--- src/rtl/hazard_pkg.sv ---
// Shared encodings for the hazard/forwarding block: operand-mux selects and mult/div timer states.
package hazard_pkg;

   localparam logic [1:0] FWD_NONE   = 2'b00;
   localparam logic [1:0] FWD_MEM_WB = 2'b01;
   localparam logic [1:0] FWD_EX_MEM = 2'b10;

   typedef enum logic {
      MD_IDLE,
      MD_BUSY
   } md_state_t;

endpackage

--- src/rtl/md_busy_timer.sv ---
// Mult/div occupancy timer: busy for MD_LAT cycles after an accepted start, then a one-cycle done pulse.
// Start is ignored while busy; reset aborts an operation without producing done.
module md_busy_timer
   import hazard_pkg::*;
#(
   parameter int MD_LAT = 32
) (
   input  logic CLK,
   input  logic RESET,
   input  logic start,
   output logic MD_BUSY,
   output logic MD_DONE
);

   localparam int CW = $clog2(MD_LAT);

   md_state_t       state_q;
   logic [CW-1:0]   cnt_q;
   logic            done_q;

   always_ff @(posedge CLK) begin
      if (RESET) begin
         state_q <= hazard_pkg::MD_IDLE;
         cnt_q   <= '0;
         done_q  <= 1'b0;
      end else begin
         case (state_q)
            hazard_pkg::MD_IDLE: begin
               done_q <= 1'b0;
               if (start) begin
                  state_q <= hazard_pkg::MD_BUSY;
                  cnt_q   <= CW'(MD_LAT - 1);
               end
            end
            hazard_pkg::MD_BUSY: begin
               // cnt==0 is still a busy cycle; done lands on the first idle cycle
               if (cnt_q == '0) begin
                  state_q <= hazard_pkg::MD_IDLE;
                  done_q  <= 1'b1;
               end else begin
                  cnt_q  <= cnt_q - 1'b1;
                  done_q <= 1'b0;
               end
            end
            default: begin
               state_q <= hazard_pkg::MD_IDLE;
               done_q  <= 1'b0;
            end
         endcase
      end
   end

   assign MD_BUSY = (state_q == hazard_pkg::MD_BUSY);
   assign MD_DONE = done_q;

endmodule

--- src/rtl/hazard_forward_unit.sv ---
// EX operand forwarding, load-use and mult/div HI/LO stall detection for the 5-stage pipeline.
// Optional saturating stall-cycle counter enabled by HAZ_STALL_CNT_EN.
module hazard_forward_unit
   import hazard_pkg::*;
#(
   parameter int REG_AW = 5,
   parameter int MD_LAT = 32,
   parameter int CNT_W  = 16
) (
   input  logic              CLK,
   input  logic              RESET,
   input  logic [REG_AW-1:0] ID_RS,
   input  logic [REG_AW-1:0] ID_RT,
   input  logic              ID_USES_RS,
   input  logic              ID_USES_RT,
   input  logic              ID_MD_START,
   input  logic              ID_MD_READ,
   input  logic              FLUSH,
   input  logic [REG_AW-1:0] ID_EX_RS,
   input  logic [REG_AW-1:0] ID_EX_RT,
   input  logic [REG_AW-1:0] ID_EX_RD,
   input  logic              ID_EX_REGWRITE,
   input  logic              ID_EX_MEMREAD,
   input  logic [REG_AW-1:0] EX_MEM_RD,
   input  logic [REG_AW-1:0] MEM_WB_RD,
   input  logic              EX_MEM_REGWRITE,
   input  logic              MEM_WB_REGWRITE,
   output logic [1:0]        ALU_A,
   output logic [1:0]        ALU_B,
   output logic              STALL,
   output logic              BUBBLE,
   output logic              MD_BUSY,
   output logic              MD_DONE,
   output logic [CNT_W-1:0]  STALL_CNT
);

   function automatic logic [1:0] fwd_sel(input logic [REG_AW-1:0] src);
      if (EX_MEM_REGWRITE && (src != '0) && (src == EX_MEM_RD))
         return FWD_EX_MEM;
      else if (MEM_WB_REGWRITE && (src != '0) && (src == MEM_WB_RD))
         return FWD_MEM_WB;
      else
         return FWD_NONE;
   endfunction

   logic lu_haz;
   logic md_haz;
   logic hazard;
   logic md_start;

   assign ALU_A = RESET ? FWD_NONE : fwd_sel(ID_EX_RS);
   assign ALU_B = RESET ? FWD_NONE : fwd_sel(ID_EX_RT);

   assign lu_haz = ID_EX_MEMREAD && ID_EX_REGWRITE && (ID_EX_RD != '0) &&
                   ((ID_USES_RS && (ID_RS == ID_EX_RD)) ||
                    (ID_USES_RT && (ID_RT == ID_EX_RD)));

   assign md_haz = MD_BUSY && (ID_MD_READ || ID_MD_START);

   // A flushed ID instruction is cancelled, so it can neither stall nor launch a mult/div
   assign hazard   = (lu_haz || md_haz) && !FLUSH && !RESET;
   assign STALL    = hazard;
   assign BUBBLE   = hazard;
   assign md_start = ID_MD_START && !hazard && !FLUSH;

   md_busy_timer #(
      .MD_LAT (MD_LAT)
   ) u_md_timer (
      .CLK     (CLK),
      .RESET   (RESET),
      .start   (md_start),
      .MD_BUSY (MD_BUSY),
      .MD_DONE (MD_DONE)
   );

`ifdef HAZ_STALL_CNT_EN
   logic [CNT_W-1:0] stall_cnt_q;
   logic [CNT_W-1:0] stall_cnt_d;

   always_comb begin
      stall_cnt_d = stall_cnt_q;
      if (hazard && (stall_cnt_q != '1))
         stall_cnt_d = stall_cnt_q + CNT_W'(1);
   end

   always_ff @(posedge CLK) begin
      if (RESET)
         stall_cnt_q <= '0;
      else
         stall_cnt_q <= stall_cnt_d;
   end

   assign STALL_CNT = stall_cnt_q;
`else
   assign STALL_CNT = '0;
`endif

endmodule
--- config.mk ---
export PLATFORM = sky130hd
export DESIGN_NAME = hazard_forward_unit
export DESIGN_NICKNAME = d
export VERILOG_FILES = /design/src/rtl/hazard_pkg.sv /design/src/rtl/md_busy_timer.sv /design/src/rtl/hazard_forward_unit.sv
export SDC_FILE = /design/constraint.sdc
export NUM_CORES = 1
export LEC_CHECK = 0
export ABC_AREA = 1
export BUFFER_PORTS_ARGS = -buffer_cell sky130_fd_sc_hd__buf_4
export CAP_MARGIN = 15
export CORE_ASPECT_RATIO = 1.5
export CORE_MARGIN = 8
export CORE_UTILIZATION = 29
export DETAILED_ROUTE_END_ITERATION = 6
export HOLD_SLACK_MARGIN = 0.02
export SKIP_CTS_REPAIR_TIMING = 1
export SLEW_MARGIN = 30
export SYNTH_ARGS = -nofsm -noshare
export SYNTH_HDL_FRONTEND = slang
export SYNTH_SLANG_ARGS = --single-unit
--- constraint.sdc ---
create_clock -name CLK -period 3.25 [get_ports CLK]
set_input_delay 0.975 -clock CLK [delete_from_list [all_inputs] [get_ports CLK]]
set_output_delay 0.975 -clock CLK [all_outputs]
set_load 0.03 [all_outputs]
---- Word-level counts from Yosys, hierarchy flattened ----
Index checks and enable logic that the tools add are counted.
Widths: inputs -> output; s select.
word-level totals
  memories kept ........................... 0
  bits in read-only memories .............. 0
  RAM bits ................................ 0
  flip-flop bits (word level) ............. 7
  word-level logic and storage cells ...... 56
  output and inout port bits .............. 24
  bits in latches ......................... 0
cells by class
  eq/ne operators ......................... 8
  $lt $le $gt $ge ......................... 0
  add/subtract/negate cells ............... 1
  div/mod/pow operators ................... 0
  multiplexer cells ....................... 14
  reduce and logical (&&, ||, !) cells .... 29
  multipliers ............................. 0
  bitwise logic cells ..................... 1
  shift operators ......................... 0
operators with widths
  operator             count
  $eq 5x5->1           6
  $logic_and 1x1->1    18
  $reduce_bool 5->1    3
  $mux 5               2
  $pmux 5 s2           1
  $mux 2               4
  $logic_not 5->1      1
  $mux 1               5
  $sub 5x1->5 const B  1
  $ne 2x2->1 const B   2
  $pmux 1 s2           2
  $logic_not 1->1      3
  $logic_or 1x1->1     3
  $reduce_and 2->1     1
  $not 1->1            1

---- Depth between registers and ports, before layout ----
Gate-level depths: netlist of run 1.
  depth after elaboration ................. 12
  mapped depth ............................ 13
  gate-level depth less buffers ........... 13

---- Modules after synthesis ----
From an unflattened synthesis of run 1, not the netlist that was laid out.
second synthesis, totals
  cells, all modules ...................... 196
  area total of the unflattened synthesis .. 1071.0 µm²
modules (own cells, without submodules)
  module               sequential area each (µm²)  cells each  times used  area each (µm²)
  hazard_forward_unit  0.0                         150         1           737.0
  md_busy_timer        140.1                       46          1           334.1

---- Worst setup path before layout of run 1 ----
Ideal clock, no wire load.
  path kind ............................... input to output
  start point ............................. input ID_EX_RT[0]
  end point ............................... output ALU_B[1]
  data arrival time ....................... 1.977 ns
  stages on the path ...................... 8
  slack ................................... 0.298 ns
  cell sequence ........................... inv_1 -> nand2_1 -> o21ai_0 -> a21oi_1 -> nand2_1 -> nor4_1 -> inv_1 -> nor2_1
on the way
  word-level cells in the longest chain between the ends .. 5
ends and longest elaborated chain
  element                line                       text
  from (decl)            hazard_forward_unit.sv:20  input logic [REG_AW-1:0] ID_EX_RT,
  $reduce_bool 5->1      hazard_forward_unit.sv:38  if (EX_MEM_REGWRITE && (src != '0) && (src == EX_MEM_RD))
  $logic_and 1x1->1      hazard_forward_unit.sv:38
  $logic_and 1x1->1 (*)  hazard_forward_unit.sv:38
  $mux 2 (*)             hazard_forward_unit.sv:38
  $mux 2 (*)             hazard_forward_unit.sv:52  assign ALU_B = RESET ? FWD_NONE : fwd_sel(ID_EX_RT);
  to (decl)              hazard_forward_unit.sv:29  output logic [1:0] ALU_B,
Every way passes the cells marked *; elsewhere a longest branch is shown, timed or not.

---- Worst setup path in the final report of run 1 ----
  start point ............................. input ID_EX_RT[2]
  end point ............................... output ALU_B[1]
The elaborated chain is that of the path after synthesis.

==> metrics.cfg, run 1 <==
[cells_and_area]
drive_gt1_share_pct=25.8
final_nets=297
area_growth_pct=39.8
final_common_cell=buf_4
num_antenna_cells=0
final_cells=291
fill_cells=393
design_area_um2=1500
final_cell_mix=buf_4, nand2_1, inv_1

[synth]
synth.distinct_cells=27
ys_seq_elements=7
synth.avg_cell_area_um2=5.54
async_flop_share_pct=0
synth-edff-count=0
ys.flop_type=dfxtp_1
synth_area_um2=1070
yosys_warnings=0
yosysSeqAreaShare_pct=13.1
yosys.area.top_type_share_pct=17.9
synth_top_area_cell=nand2_1
synthCells=193
synth.area.top_cells=nand2_1, dfxtp_1, inv_1

[run_status]
status=finished clean

[drt]
ant_nets=0
vias_per_cell=4.36
drtIter0Drc=50
drc_errors=0
first_pass_iters=4
wirelength_um=3330
vias=1268
wl_per_cell_um=11.4

[worst_setup_path]
crit_family=simple AND/OR/NAND/NOR gates
timing.rr.start=u_md_timer.cnt_q[0]$_SDFFE_PP0P_
crit_arrival_ns=2.05
path_max_fanout=3
crit_path_end_kind=primary output
cp_cell_sequence=buf_4, xnor2_1, o211ai_1, nor4_1, inv_1, nor2_1, buf_4
regToRegEndpoint=u_md_timer.cnt_q[1]$_SDFFE_PP0P_
crit_path_start_kind=primary input
r2r_cells=10
crit_top_cell=buf_4
r2r_slack_ns=1.92
critPathKind=in2out
cpPeakStageDelay_ns=0.32
crit_slowest_cell=nor4_1
path_buf_inv=3
cp_data_required_time_ns=2.27

[floorplan]
fp.dieH_um=90.4
dieArea_um2=5930
initial_core_util_pct=29.6
die_w_um=65.6
ios=70
coreArea_um2=3610
rows=27

[pwr]
power.density_nw_per_um2=284
total_power_mw=0.425
p_leak_nw=0.897
vdd_drop_max_mv=0.135

[cts]
clkSlewWorstSetupHoldPaths_ns=0.04
cts_buffers=3
htree_num_levels=1
cts_num_sinks=7
tritoncts=built
cts_root_buf=clkbuf_8
cts_buffer_depth=2
clkLatencyLatePin_ns=0.23

[global_route]
grt_overflow=0
antenna_found_initial=0
grt_pass1_wl_um=5400
grt_max_degree=10
grt_pass1_vias=1252
track_usage_pct=11.2

[timing]
setup_viol=0
report.final.slew_viol_count=0
rsz0062_at_grt=no
hold_viol_final=0
min_period_over_period_pct=92.9
fmax_mhz=331
fin_skew_ns=0.00158
setup_tns_ns=0
min_period_ns=3.02

[job]
maxCapViolations=0

[placed_design]
place_congestion=0.780
port-buffer-count=53
hpwl_um=2990
placed_cells=287
placed_area_um2=1450

[worst_hold_path]
hp-class=reg2reg
min_delay_path_depth=3
hold_start=u_md_timer.cnt_q[0]$_SDFFE_PP0P_
hold_path_end=u_md_timer.cnt_q[0]$_SDFFE_PP0P_

[flip-flops by register name (all words and copies together) (netlist names)]
signal and cells:
u_md_timer.MD_BUSY 1, u_md_timer.MD_DONE 1, u_md_timer.cnt_q 5
[Yosys cell counts, types with 2 or more instances]
cell and instances:
nand2_1 51, xnor2_1 5, inv_1 35, a21oi_1 5
inv_2 3, a211oi_1 2, ha_1 2, xor2_1 6
and3_1 2, o22ai_1 2, nor2_1 21, o21ai_0 3
nand2_2 2, dfxtp_1 7, nand3_1 15, nand4_1 2
buf_4 17, nor4_1 4
[layout make-up]
class	instances	area (um2)	area share, %
inverter	38	143	9.54
timing repair buffer	53	398	26.6
tap	43	53.8	3.60
sequential	7	140	9.37
multi-input combinational	146	716	47.9
clock buffer	4	45.0	3.01
[worst max path at each step]
| stage | start | endpoint | slack [ns] | cells past startpoint |
|---|---|---|---|---|
| 6_report | ID_EX_RT[2] | ALU_B[1] | 0.23 | 7 |
| 5_1_grt | ID_EX_RT[0] | ALU_B[1] | 0.05 | 10 |
| 4_1_cts | ID_EX_RT[0] | ALU_B[1] | 0.22 | 10 |
| 3_5_place_dp | RESET | ALU_A[0] | 0.23 | 7 |
| 3_3_place_gp | ID_EX_RT[0] | ALU_B[1] | 0.22 | 10 |
| 2_1_floorplan | ID_EX_RT[0] | ALU_B[1] | 0.30 | 8 |
[tightest hold or removal path: stages, from the launching register on]
cell and delay [ns]:
dfxtp_1 0.33, a21oi_1 0.07, nand2_1 0.06, inv_1 0.03
[per-stage QoR]
stage | worst slack, ns | hold slack [ns] | util (%)
final | 0.230 | 0.527 | 41.4
after global routing | 0.0467 | 0.586 | 41.4
after CTS | 0.223 | 0.532 | 41.4
after detailed placement | 0.231 | 0.526 | 40.1
after global placement | 0.217 | 0.518 | 40.1
after floorplan | 0.298 | 0.483 | -
[power by group]
part | leakage, nW | internal (mW) | total (mW) | switching, mW
combinational | 0.816 | 0.0815 | 0.194 | 0.113
clock | 0.0228 | 0.0852 | 0.127 | 0.0422
sequential | 0.0578 | 0.0958 | 0.103 | 0.00765
[routing by layer]
layer | GRT usage [%] | vias to the layer above | part of all wire (%)
met4 | 5.48 | 0 | 2.0
met5 | 0 | - | 0
li1 | - | 674 | -
met3 | 3.98 | 5 | 10
met1 | 10.5 | 531 | 35
met2 | 20.4 | 58 | 53
[cell families (layout without fill, tap and decap cells)]
kind of cell,count (synthesis),after routing,share of synthesized area (%)
DFF,7,7,13.1
buffers and inverters,55,95,25.3
other,1,16,0.351
adders and majority gates,2,2,2.34
AOI/OAI and AO/OA,15,15,8.42
and+or+nand+nor,102,102,41.5
xor gates and xnor gates,11,11,9.01
Power figures use the tool's default switching activity.
==> inputs of run 2 (changes only) <==
--- a/config.mk
+++ b/config.mk
@@ -10,9 +10,10 @@
 export CAP_MARGIN = 15
 export CORE_ASPECT_RATIO = 1.5
 export CORE_MARGIN = 8
-export CORE_UTILIZATION = 29
+export CORE_UTILIZATION = 45
 export DETAILED_ROUTE_END_ITERATION = 6
 export HOLD_SLACK_MARGIN = 0.02
+export PLACE_DENSITY = 0.85
 export SKIP_CTS_REPAIR_TIMING = 1
 export SLEW_MARGIN = 30
 export SYNTH_ARGS = -nofsm -noshare
==> metrics.cfg, run 2 (synthesized netlist as in run 1, its figures left out) <==
[run_status]
status=finished, violations left
violations=design-rule violations

[timing]
whs_ns=0.524  ; -0.00283 ns
rsz0062_at_grt=no
fmax_mhz=331  ; -0.11%
report.final.slew_viol_count=0  ; unchanged
hold_viol_final=0  ; unchanged
fin_skew_ns=0.00225  ; +0.000674 ns
setup_tns_ns=0  ; unchanged
min_period_over_period_pct=93.0  ; +0.11 points
min_period_ns=3.02  ; +0.00345 ns
setup_viol=0  ; unchanged

[worst_hold_path]
min_delay_path_depth=3  ; unchanged
hp-class=reg2reg

[pwr]
vdd_drop_max_mv=0.119  ; -12%
power.density_nw_per_um2=259  ; -9.0%
total_power_mw=0.376  ; -12%
p_leak_nw=0.889  ; -0.87%

[worst_setup_path]
crit_top_cell=buf_4
crit_family=simple AND/OR/NAND/NOR gates
cp_data_required_time_ns=2.27  ; about the same
critPathKind=in2out
r2r_slack_ns=1.92  ; about the same
path_max_fanout=3  ; unchanged
r2r_cells=10  ; unchanged
cp_cell_sequence=buf_4, xnor2_1, o211ai_1, nor4_1, inv_1, nor2_1, buf_4
cpPeakStageDelay_ns=0.32  ; about the same
cp.depth=7  ; unchanged
crit_slowest_cell=nor4_1
crit_path_end_kind=primary output
crit_arrival_ns=2.05  ; about the same
crit_path_start_kind=primary input
path_buf_inv=3  ; unchanged

[cts]
htree_num_levels=1  ; unchanged
cts_buffers=3  ; unchanged
cts_root_buf=clkbuf_4
cts_num_sinks=7  ; unchanged
tritoncts=built
cts_buffer_depth=2  ; unchanged
clkSlewWorstSetupHoldPaths_ns=0.05  ; about the same
clkLatencyLatePin_ns=0.25  ; +0.02 ns

[drt]
ant_nets=0  ; unchanged
vias_per_cell=4.72  ; +8.4%
vias=1280  ; +0.95%
wl_per_cell_um=11.3  ; -1.5%
first_pass_iters=6  ; +2
drc_errors=2  ; +2
drtIter0Drc=30  ; -40%
wirelength_um=3060  ; -8.3%

[cells_and_area]
area_growth_pct=35.7
regMostFlops=u_md_timer.cnt_q
drive_gt1_share_pct=25.8  ; unchanged
fill_cells=233  ; -41%
largest_reg_flops=5  ; unchanged
fin_util_pct=65.0  ; +24 points
num_antenna_cells=0  ; unchanged
final_common_cell=buf_4
final_cell_mix=buf_4, nand2_1, inv_1
final_nets=297  ; unchanged

[global_route]
antenna_found_initial=0  ; unchanged
grt_pass1_vias=1249  ; -0.24%
grt_max_degree=10  ; unchanged
grt_pass1_wl_um=5080  ; -6.0%
track_usage_pct=14.2  ; +3.0 points
grt_overflow=0  ; unchanged

[floorplan]
ios=70  ; unchanged
rows=21  ; -22%
fp.dieH_um=75.7  ; -16%
coreArea_um2=2230  ; -38%
initial_core_util_pct=47.9  ; +18 points
dieArea_um2=4230  ; -29%
die_w_um=55.8  ; -15%

[placed_design]
place_congestion=0.827  ; +6.1%
port-buffer-count=53  ; unchanged
hpwl_um=2770  ; -7.2%

[job]
maxCapViolations=0  ; unchanged

## run 2: where the power goes
group	internal [mW]	switching [mW]
Sequential	0.0955	0.00763
Combinational	0.0813	0.112
Clock	0.0469	0.0327
## run 2: through the flow
stage	instances	cell area, um2	setup slack, ns
2_1_floorplan	208	1130	0.298
3_3_place_gp	267	1430	0.212
3_5_place_dp	267	1430	0.213
4_1_cts	271	1450	0.201
5_1_grt	271	1450	0.0101
6_report	271	1450	0.226
## run 2: final timing paths
path	endpoint	startpoint
setup / recovery	ALU_B[1]	ID_EX_RT[2]
hold / removal	u_md_timer.cnt_q[0]$_SDFFE_PP0P_	u_md_timer.cnt_q[0]$_SDFFE_PP0P_
setup reg to reg	u_md_timer.cnt_q[1]$_SDFFE_PP0P_	u_md_timer.cnt_q[0]$_SDFFE_PP0P_
hold reg to reg	u_md_timer.cnt_q[0]$_SDFFE_PP0P_	u_md_timer.cnt_q[0]$_SDFFE_PP0P_
## run 2: final cells by class
cell class | instances | area [um2] | share of cell area, %
Sequential cell | 7 | 140 | 9.66
Multi-Input combinational cell | 146 | 716 | 49.3
Timing Repair Buffer | 53 | 398 | 27.4
Inverter | 38 | 143 | 9.83
Tap cell | 23 | 28.8 | 1.98
Clock buffer | 4 | 26.3 | 1.81
## run 2: routing by layer
layer	track usage, %	routed length (um)	up-vias
li1	-	-	676
met1	13.9	1140	550
met3	4.83	258	4
met4	4.29	42	0
met5	0	0	-
met2	27.6	1620	50
## run 2: tightest hold or removal path: stages, from the launching register on
cell	delay [ns]
dfxtp_1	0.33
a21oi_1	0.07
nand2_1	0.06
inv_1	0.03
